### config.mk
export PLATFORM = sky130hd
export DESIGN_NAME = ofmap_writeback
export DESIGN_NICKNAME = d
export VERILOG_FILES = /design/src/rtl/cnn_pkg.sv /design/src/rtl/ofmap_quant.sv /design/src/rtl/ofmap_writeback.sv
export SDC_FILE = /design/constraint.sdc
export NUM_CORES = 1
export LEC_CHECK = 0
export CAP_MARGIN = 0
export CORE_UTILIZATION = 25
export DETAILED_ROUTE_END_ITERATION = 10
export PLACE_DENSITY_LB_ADDON = 0.08
export SYNTH_ARGS = -nofsm -noshare
export SYNTH_HDL_FRONTEND = slang
export SYNTH_HIERARCHICAL = 1
export SYNTH_SLANG_ARGS = --single-unit
### constraint.sdc
create_clock -name clk -period 2.46 [get_ports clk]
set_input_delay 0.738 -clock clk [delete_from_list [all_inputs] [get_ports clk]]
set_output_delay 0.738 -clock clk [all_outputs]
set_load 0.05 [all_outputs]
### src/rtl/cnn_pkg.sv
// Shared widths and state encoding for the convolution datapath blocks.
package cnn_pkg;

  localparam int unsigned DefPsumW  = 16;
  localparam int unsigned DefDataW  = 8;
  localparam int unsigned DefAddrW  = 10;
  localparam int unsigned PsumAddrW = 6;

  typedef enum logic [1:0] {
    StIdle  = 2'd0,
    StRead  = 2'd1,
    StDrain = 2'd2
  } wb_state_e;

endpackage

### src/rtl/ofmap_quant.sv
// Combinational psum post-processing: arithmetic shift, ReLU and unsigned saturation.
module ofmap_quant
  import cnn_pkg::*;
#(
  parameter int unsigned PSUM_W = DefPsumW,
  parameter int unsigned DATA_W = DefDataW,
  parameter int unsigned SHIFT  = 4
) (
  input  logic [PSUM_W-1:0] i_psum,
  output logic [DATA_W-1:0] o_q
);

  localparam int unsigned MaxQ = (1 << DATA_W) - 1;

  logic signed [PSUM_W-1:0] w_shift;

  assign w_shift = $signed(i_psum) >>> SHIFT;

  always_comb begin
    if (w_shift[PSUM_W-1]) begin
      o_q = '0;
    end else if (w_shift[PSUM_W-2:0] > (PSUM_W-1)'(MaxQ)) begin
      o_q = '1;
    end else begin
      o_q = w_shift[DATA_W-1:0];
    end
  end

endmodule

### src/rtl/ofmap_writeback.sv
// Drains finished psum rows into the DRAM write FIFO through a 1-entry skid register.
// Define OFMAP_MAXPOOL_EN for 1x2 horizontal max pooling (ROW_LEN must then be even).
module ofmap_writeback
  import cnn_pkg::*;
#(
  parameter int unsigned PSUM_W  = DefPsumW,
  parameter int unsigned DATA_W  = DefDataW,
  parameter int unsigned SHIFT   = 4,
  parameter int unsigned ROW_LEN = 8,
  parameter int unsigned ADDR_W  = DefAddrW
) (
  input  logic              clk,
  input  logic              rst,
  input  logic              rowReady,
  output logic              psumRdEn,
  output logic [5:0]        psumRdAddr,
  input  logic [PSUM_W-1:0] psumRdData,
  input  logic              canWrite,
  output logic              DRAMwriteEn,
  output logic [ADDR_W-1:0] DRAMwriteAddr,
  output logic [DATA_W-1:0] DRAMwriteData,
  output logic              busy,
  output logic              rowDone,
  output logic              overflow
);

  wb_state_e              r_state;
  logic [PsumAddrW-1:0]   r_rdIdx;
  logic [ADDR_W-1:0]      r_wrAddr;
  logic                   r_rdValid;
  logic                   r_skidValid;
  logic [DATA_W-1:0]      r_skidData;
  logic                   r_pending;
  logic                   r_overflow;

  logic [DATA_W-1:0]      w_q;
  logic [DATA_W-1:0]      w_cand;
  logic                   w_candValid;
  logic                   w_issue;
  logic                   w_push;
  logic                   w_rowDone;
  logic                   w_lastIdx;

  ofmap_quant #(
    .PSUM_W(PSUM_W),
    .DATA_W(DATA_W),
    .SHIFT (SHIFT)
  ) u_quant (
    .i_psum(psumRdData),
    .o_q   (w_q)
  );

`ifdef OFMAP_MAXPOOL_EN
  logic              r_odd;
  logic [DATA_W-1:0] r_pool;

  // Even words park in r_pool; the odd partner produces the pushable maximum.
  assign w_cand      = (w_q > r_pool) ? w_q : r_pool;
  assign w_candValid = r_rdValid && r_odd;

  always_ff @(posedge clk or posedge rst) begin
    if (rst) begin
      r_odd  <= 1'b0;
      r_pool <= '0;
    end else if (r_rdValid) begin
      r_odd <= ~r_odd;
      if (!r_odd) r_pool <= w_q;
    end
  end
`else
  assign w_cand      = w_q;
  assign w_candValid = r_rdValid;
`endif

  assign w_issue   = (r_state == StRead) && canWrite && !r_skidValid;
  assign w_push    = canWrite && (r_skidValid || w_candValid);
  // Only the row's final word can still be outstanding once in DRAIN.
  assign w_rowDone = (r_state == StDrain) && w_push;
  assign w_lastIdx = (r_rdIdx == PsumAddrW'(ROW_LEN - 1));

  assign psumRdEn      = w_issue;
  assign psumRdAddr    = r_rdIdx;
  assign DRAMwriteEn   = w_push;
  assign DRAMwriteAddr = r_wrAddr;
  assign DRAMwriteData = w_push ? (r_skidValid ? r_skidData : w_cand) : '0;
  assign busy          = (r_state != StIdle);
  assign rowDone       = w_rowDone;
  assign overflow      = r_overflow;

  always_ff @(posedge clk or posedge rst) begin
    if (rst) begin
      r_state     <= StIdle;
      r_rdIdx     <= '0;
      r_wrAddr    <= '0;
      r_rdValid   <= 1'b0;
      r_skidValid <= 1'b0;
      r_skidData  <= '0;
      r_pending   <= 1'b0;
      r_overflow  <= 1'b0;
    end else begin
      r_rdValid <= w_issue;
      if (w_push) r_wrAddr <= r_wrAddr + ADDR_W'(1);

      if (w_candValid && !canWrite) begin
        r_skidValid <= 1'b1;
        r_skidData  <= w_cand;
      end else if (w_push && r_skidValid) begin
        r_skidValid <= 1'b0;
      end

      if (rowReady && (r_state != StIdle) && !w_rowDone) begin
        if (r_pending) r_overflow <= 1'b1;
        else           r_pending  <= 1'b1;
      end

      case (r_state)
        StIdle: begin
          if (rowReady) begin
            r_state <= StRead;
            r_rdIdx <= '0;
          end
        end
        StRead: begin
          if (w_issue) begin
            r_rdIdx <= r_rdIdx + PsumAddrW'(1);
            if (w_lastIdx) r_state <= StDrain;
          end
        end
        StDrain: begin
          if (w_rowDone) begin
            // A request arriving with the final push queues behind the pending row.
            if (r_pending || rowReady) begin
              r_state   <= StRead;
              r_rdIdx   <= '0;
              r_pending <= r_pending && rowReady;
            end else begin
              r_state <= StIdle;
            end
          end
        end
        default: r_state <= StIdle;
      endcase
    end
  end

endmodule

# Word level (Yosys, flattened, before mapping)
# Index checks and enable logic that the tools add are counted.
# word_totals
regBits,30
in_bits,20
output_inout_bits,29
word_cells,61
# classes
add_sub_neg,2
n_lt_le_gt_ge,1
n_eq_ne,8
n_mux,21
n_reduce_logical,21
# ops
op,count
$mux W8,4
$mux W6,4
$pmux W6 S3,1
$gt A15 B8 Y1 const B,1
$add A10 B1 Y10 const B,1
$logic_and A1 B1 Y1,9
$mux W2,4
$ne A2 B2 Y1 const B,4
$mux W1,7
$add A6 B1 Y6 const B,1
$eq A6 B3 Y1 const B,1
$pmux W2 S3,1
$reduce_and A5 Y1,1
$reduce_and A4 Y1,1
$reduce_bool A2 Y1,2
$logic_not A1 Y1,3
$reduce_bool A3 Y1,1
$eq A2 B1 Y1 const B,1
$eq A2 B2 Y1 const B,1
$logic_not A2 Y1,1
$logic_or A1 B1 Y1,2
$ne A2 B1 Y1 const B,1
$reduce_and A2 Y1,1

# Depth between registers and ports, before layout
# Gate-level depths: netlist (run 1).
# logic_depth
depth_word,9
mapped_depth,5
mapped_depth_nobuf,5

# By module
# The synthesis (run 1) kept the hierarchy.
# by_module_without_submodules
mod,n_inst,cells_each,area_per_inst_um2,seq_area_each_um2
ofmap_writeback,1,135,1482.7,750.7
ofmap_quant,1,19,92.6,0.0

# Worst setup path after synthesis (run 1)
# Ideal clock, no wire load.
# synth_path
kind,input port to output port
startpoint,in psumRdData[12]
endpoint,out DRAMwriteData[1]
arrival_ps,1788
t_required_ps,1722
path_slack_ps,-66
stages,5
path_buffers,1
path_cell_list,buf_4 nor2_1 a21oi_1 mux2i_1 nor2_1
# synth_between
elab_chain_len,5
# synth_lines
item,line_no,rtl
"start, declared",ofmap_writeback.sv:17,"input logic [PSUM_W-1:0] psumRdData,"
$gt A15 B8 Y1,ofmap_quant.sv:22,end else if (w_shift[PSUM_W-2:0] > (PSUM_W-1)'(MaxQ)) begin
$mux W8,ofmap_quant.sv:22,
$mux W8,ofmap_quant.sv:20,if (w_shift[PSUM_W-1]) begin
named net w_cand[1],ofmap_writeback.sv:37,logic [DATA_W-1:0] w_cand;
$mux W8 (2 in a row),ofmap_writeback.sv:85,assign DRAMwriteData = w_push ? (r_skidValid ? r_skidData : w_cand) : '0;
"end, declared",ofmap_writeback.sv:21,"output logic [DATA_W-1:0] DRAMwriteData,"
# The timed path passes the listed nets, and every way through them passes these cells.

# Final worst setup path (run 1)
# layout_path
startpoint,in psumRdData[13]
endpoint,out DRAMwriteData[0]
# The elaborated chain is that of the path after synthesis.

==> impl_metrics.csv, run 1 <==
group,metric,value,unit
run_status,status,"complete, no violations",
setup_path,arrival,1.68,ns
setup_path,cp_max_fo,8,
logic_synthesis,yosys_most_used_dff,"dfrtp_1",
timing,relSlewSlack,0.658,
layout,layoutNonFillerInstCount,291,
timing,setup_violations,0,
clocking,clkSinkCount,30,
logic_synthesis,syn_nets,176,
setup_path,required,1.72,ns
floorplanning,die_width,81.4,um
timing,tightest_slew,0.512,ns
setup_path,r2r-start,"r_skidValid",
pwr,leakage,1.06,nW
global_routing,grt_pass1_vias,1351,
clocking,cts_tree,"done",
clocking,cts-htree-levels,2,
timing,timing.final.crit_period,2.42,ns
detailed_routing,drtAntennaViolNets,0,
pwr,p_seq_frac,0.345,
global_routing,grt.total_usage,0.128,
clocking,cts_inserted_buffers,5,
detailed_routing,drt_first_pass_iters,4,
clocking,clk_latency,0.28,ns
pwr,netSwitchingFraction,0.432,
global_routing,grt_pass1_wl,6400,um
placed_design,dp_cells,279,
clocking,cts_buffer_depth,2,
global_routing,gr-usage-met3,0.0337,
hold_path,hp-class,"reg2reg",
floorplanning,ios,49,
timing,slew_violations,0,
global_routing,overflow,0,
global_routing,antenna_found_initial,0,
setup_path,rr_worst_depth,5,
setup_path,crit_path_end_kind,"output port",
layout,fillerInstances,599,
logic_synthesis,synth.distinct_cells,41,
setup_path,crit_type,"in2out",
global_routing,top_usage_layer,"met2",
logic_synthesis,ys_ff_latch,30,
global_routing,use_met2,0.214,
placed_design,port_buffers,44,
pwr,power_density,933,nW/um2
logic_synthesis,synth_edf_count,0,
detailed_routing,drc,0,
floorplanning,coreArea,5990,um2
logic_synthesis,async_flop_share,1.00,
clocking,ctsHoldBuffers,0,
pwr,ir_drop,546,uV
setup_path,start_kind,"input port",
layout,layout.nets,237,
setup_path,endpoint,"DRAMwriteData[0]",
clocking,clk_pin_slew,0.06,ns
timing,finClkSkew,0.00519,ns
setup_path,rr_endpoint,"psumRdAddr[3]",
logic_synthesis,synthTopCellsByArea,"dfrtp_1 48%, mux2i_1 5.7%, nor2_1 5.0%, xnor2_1 5.0%, a21oi_1 4.4%",
pwr,combinationalPowerShare,0.477,
layout,areaGrowthSynthToFinish,57.3,%
floorplanning,dieArea,6620,um2
logic_synthesis,syn_inst,154,
setup_path,rrSetupSlack,0.62,ns
placed_design,gp_congestion,0.739,
detailed_routing,vias_per_cell,4.65,
detailed_routing,avgRoutedWirePerCell,13.0,um
logic_synthesis,syn_area,1580,um2
layout,drive_gt1_frac,0.310,
timing,period_share,0.985,
detailed_routing,num_vias,1352,
setup_path,startpoint,"psumRdData[13]",
clocking,clockRootBuffer,"clkbuf_8",
floorplanning,core.rowCount,28,
pwr,power.total,2.31,mW
job,maxCapViolCount,0,
pwr,pwr-share-clk,0.178,
detailed_routing,drt_iter0_drc,21,
timing,fmax,413,MHz
layout,n_antenna_cell,0,
logic_synthesis,yosysTopAreaCell,"dfrtp_1",
logic_synthesis,synth_top_area_share,0.477,
pwr,internal-power,1.31,mW
logic_synthesis,avgSynthCellArea,10.2,um2
timing,rsz0062_at_grt,"true",
global_routing,grt_max_degree,31,
detailed_routing,finalWirelength,3780,um
logic_synthesis,yosysSeqAreaShare,0.477,
floorplanning,start_util,0.263,
placed_design,hpwl,2820,um
timing,hold_violations,0,
logic_synthesis,yosys_warnings,6,
pwr,switching_power,0.998,mW
global_routing,use_met1,0.158,
floorplanning,die_y,81.4,um
layout make-up:
type,instances,area (um2),area share
Clock buffer,7,86.3,0.0348
Clock inverter,1,5.00,0.00202
Inverter,5,18.8,0.00757
Multi-Input combinational cell,112,847,0.342
Sequential cell,30,751,0.303
Tap cell,75,93.8,0.0379
Timing Repair Buffer,61,677,0.273
per-stage QoR:
stage	hold WS, ns	worst slack (ns)	instance area, um2	TNS, ns	utilization
floorplan	0.464	-0.0599	1590	-0.120	-
global placement	0.463	-0.360	2300	-3.15	0.384
detailed placement	0.480	-0.397	2300	-3.03	0.384
CTS	0.491	0.00479	2470	0	0.412
global route	0.513	-0.00538	2480	-0.00827	0.414
finish	0.485	0.0379	2480	0	0.414
flip-flops by register name (all words and copies together) (netlist names):
signal	flops
r_skidValid	1
psumRdAddr	6
r_skidData	8
DRAMwriteAddr	10
r_pending	1
overflow	1
r_state	2
r_rdValid	1
power by group through the flow:
stage               combinational, mW  clock, mW  sequential [mW]
detailed placement               1.10          0            0.807
finish                           1.10      0.412            0.797
CTS                              1.11      0.427            0.801
global route                     1.18      0.449            0.836
floorplan                       0.408          0             1.08
global placement                 1.10          0            0.799
cells by family (layout without fill, tap and decap cells):
group,Yosys count,in the layout,share of synthesized area
AOI/OAI and AO/OA,27,27,0.111
xor gates and xnor gates,9,9,0.0500
adders and majority gates,2,2,0.0159
buffers and inverters,12,74,0.0334
DFF,30,30,0.477
muxes,17,17,0.114
and+or+nand+nor,57,57,0.199
worst min path at each step:
| stage | start | endpoint | cells past startpoint |
|---|---|---|---|
| 6_report | DRAMwriteAddr[9] | DRAMwriteAddr[9] | 1 |
| 5_1_grt | r_skidData[0] | r_skidData[0] | 1 |
| 4_1_cts | DRAMwriteAddr[9] | DRAMwriteAddr[9] | 1 |
| 3_5_place_dp | overflow | overflow | 1 |
| 3_3_place_gp | DRAMwriteAddr[9] | DRAMwriteAddr[9] | 1 |
| 2_1_floorplan | r_skidData[0] | r_skidData[0] | 1 |
synthesized netlist by cell type (2+ instances only):
library cell / count
dfrtp_1: 30
nor2_1: 21
a21oi_1: 14
mux2i_1: 9
xnor2_1: 9
nand2_1: 8
nand4_1: 6
mux2_2: 5
nand2b_1: 4
nand3_1: 4
a31oi_1: 3
and3_1: 3
buf_2: 3
inv_1: 3
mux2_1: 3
clkbuf_1: 2
ha_1: 2
inv_2: 2
repair_timing:
action                     CTS  global route
pin swaps                   19             7
resized for setup           30             4
setup endpoints to repair   11             7
setup buffers                4             0
layout by cell type (no fill, tap or decap), drive strengths merged, types with 3 or more instances in the layout:
master,n
dfrtp,30
buf,28
nor2,22
clkdlybuf4s50,20
a21oi,14
xnor2,9
mux2i,9
dlygate4sd2,9
nand2,8
clkbuf,8
mux2,8
nand4,6
inv,5
nand2b,4
nand3,4
and3,3
a31oi,3
clkdlybuf4s15,3
critical path: stages:
cell             delay [ns]
clkdlybuf4s15_1        0.20
nor2_4                 0.05
buf_12                 0.14
a21oi_2                0.14
mux2i_1                0.10
nor2_2                 0.16
buf_12                 0.15
metal layers:
layer / up-vias / share of wire
met4: 0 / 0.0061
met2: 26 / 0.51
met3: 2 / 0.037
li1: 674 / -
met5: - / 0
met1: 650 / 0.45
No activity file was read; power rests on OpenSTA's default activity.
==> inputs of run 2 (changes only) <==
--- a/config.mk
+++ b/config.mk
@@ -5,6 +5,7 @@
 export SDC_FILE = /design/constraint.sdc
 export NUM_CORES = 1
 export LEC_CHECK = 0
+export ABC_AREA = 0
 export CAP_MARGIN = 0
 export CORE_UTILIZATION = 25
 export DETAILED_ROUTE_END_ITERATION = 10
==> constraint.sdc (replaced) <==
create_clock -name clk -period 2.9 [get_ports clk]
set_input_delay 0.87 -clock clk [delete_from_list [all_inputs] [get_ports clk]]
set_output_delay 0.87 -clock clk [all_outputs]
set_load 0.05 [all_outputs]
==> run 2 against run 1 <==
Net effect:
- sequential power decreased by 16%
- clock power decreased by 17%
- hold slack got worse by 0.016 ns
- total power decreased by 16%
- via count decreased by 1.8%
- flip-flop and latch count unchanged
- largest power group unchanged
- cell area decreased by 3.6%
- highest routed layer unchanged
- first-iteration DRC count increased by 62%
- combinational power decreased by 15%
- wire length decreased by 0.66%
- clock skew increased by 0.0022 ns
- die area unchanged
==> impl_metrics.csv, run 2 (synthesized netlist as in run 1, its figures left out) <==
group,metric,value,unit
clocking,cts_tree,"done",
layout,n_antenna_cell,0,
layout,fillerInstances,598,
timing,setup_violations,0,
detailed_routing,vias_per_cell,4.69,
setup_path,crit_slowest_cell,"clkdlybuf4s50_1",
placed_design,port_buffers,44,
clocking,clockRootBuffer,"clkbuf_8",
setup_path,cp_slowest_stage_delay,0.45,ns
detailed_routing,finalWirelength,3760,um
timing,finClkSkew,0.00734,ns
clocking,clk_pin_slew,0.06,ns
setup_path,start_kind,"input port",
timing,hold_violations,0,
timing,relSlewSlack,0.665,
pwr,power.total,1.95,mW
floorplanning,die_width,81.4,um
detailed_routing,drtAntennaViolNets,0,
timing,fmax,352,MHz
setup_path,cp_max_fo,2,
pwr,ir_drop,362,uV
clocking,cts-htree-levels,2,
setup_path,crit_path_end_kind,"output port",
timing,rsz0062_at_grt,"true",
job,maxCapViolCount,0,
run_status,status,"complete, no violations",
clocking,ctsHoldBuffers,0,
floorplanning,start_util,0.263,
global_routing,grt_max_degree,21,
timing,tightest_slew,0.500,ns
detailed_routing,drc,0,
floorplanning,dieArea,6620,um2
clocking,clkSinkCount,30,
detailed_routing,drt_first_pass_iters,4,
pwr,power_density,815,nW/um2
layout,mostFrequentLayoutCells,"30 x dfrtp_1, 28 x clkdlybuf4s50_1, 16 x nor2_1",
layout,largest_reg_flops,10,
timing,slew_violations,0,
pwr,leakage,1.00,nW
floorplanning,die_y,81.4,um
global_routing,overflow,0,
layout,mostFrequentLayoutCell,"dfrtp_1",
detailed_routing,avgRoutedWirePerCell,13.3,um
setup_path,crit_chain,"clkdlybuf4s50_1 -> nor2_1 -> a21oi_2 -> mux2i_1 -> nor2_1 -> buf_12",
timing,setup_tns,0,ns
layout,drive_gt1_frac,0.250,
setup_path,crit_type,"in2out",
floorplanning,coreArea,5990,um2
setup_path,required,2.03,ns
timing,period_share,0.979,
clocking,clk_latency,0.28,ns
global_routing,grt.total_usage,0.129,
detailed_routing,num_vias,1327,
layout,layout.nets,229,
global_routing,grt_pass1_vias,1343,
clocking,post_cts_buffers,0,
placed_design,gp_congestion,0.780,
timing,timing.final.crit_period,2.84,ns
global_routing,grt_pass1_wl,6390,um
setup_path,arrival,1.97,ns
global_routing,antenna_found_initial,0,
placed_design,hpwl,2750,um
clocking,cts_inserted_buffers,5,
layout,areaGrowthSynthToFinish,51.7,%
setup_path,crit_top_cell,"nor2_1",
clocking,cts_buffer_depth,2,
floorplanning,ios,49,
floorplanning,core.rowCount,28,
detailed_routing,drt_iter0_drc,34,
hold_path,hp-class,"reg2reg",
-- run 2: cell count changes in the layout (fill, tap and decap cells not counted), sizes merged --
cell | previous run | this run
o21ai | 2 | 3
clkdlybuf4s50 | 20 | 28
clkbuf | 8 | 7
clkdlybuf4s15 | 3 | 0
buf | 28 | 19
dlygate4sd2 | 9 | 5
-- run 2: worst paths after layout --
path,start,end,slack [ns],cells past startpoint
max,psumRdData[4],DRAMwriteData[0],0.06,6
max reg2reg,r_skidValid,psumRdAddr[4],1.10,6
min,DRAMwriteAddr[9],DRAMwriteAddr[9],0.47,1
max in group asynchronous,rst,r_state[0],1.38,3
min in group asynchronous,rst,DRAMwriteAddr[2],0.89,2
min reg2reg,DRAMwriteAddr[9],DRAMwriteAddr[9],0.47,1
-- run 2: metrics by stage --
| step | util | setup WS (ns) | cells | area (um2) | hold slack [ns] |
|---|---|---|---|---|---|
| floorplan | - | 0.110 | 154 | 1580 | 0.464 |
| global placement | 0.375 | -0.197 | 274 | 2250 | 0.461 |
| detailed placement | 0.375 | -0.202 | 274 | 2250 | 0.464 |
| CTS | 0.398 | 0.0396 | 283 | 2380 | 0.481 |
| global route | 0.399 | -0.00298 | 283 | 2390 | 0.507 |
| finish | 0.399 | 0.0608 | 283 | 2390 | 0.470 |
-- run 2: power by group --
group,switching [mW],leakage (nW),internal [mW]
logic,0.554,0.591,0.379
clock network,0.151,0.0482,0.191
registers,0.136,0.361,0.537
-- run 2: layout make-up --
type	instances	area [um2]	area share
multi-input cells	113	831	0.348
inverters	5	18.8	0.00785
clock inverters	1	5.00	0.00209
clock buffers	7	86.3	0.0361
well taps	75	93.8	0.0393
repair buffers	52	604	0.253
flip-flops and latches	30	751	0.314
-- run 2: metal layers --
metal	GRT usage	part of all wire	wire, um	up-vias
met5	0	0	0	-
met4	0.0429	0.0096	36	0
met3	0.0404	0.048	182	5
met2	0.215	0.48	1800	32
met1	0.156	0.46	1740	639
li1	-	-	-	651
-- run 2: timing repair --
action	4_1_cts	5_1_grt
endpoints found under the setup margin	9	3
pin swaps	3	1
resized for setup	17	2
gates cloned	1	0
-- run 2: worst max-delay path: cells and delay by family --
family / cells / cell delay, ns
buffers and inverters: 2 / 0.62
AND/OR/NAND/NOR: 2 / 0.23
multiplexers: 1 / 0.09
AO/OA/AOI/OAI: 1 / 0.15
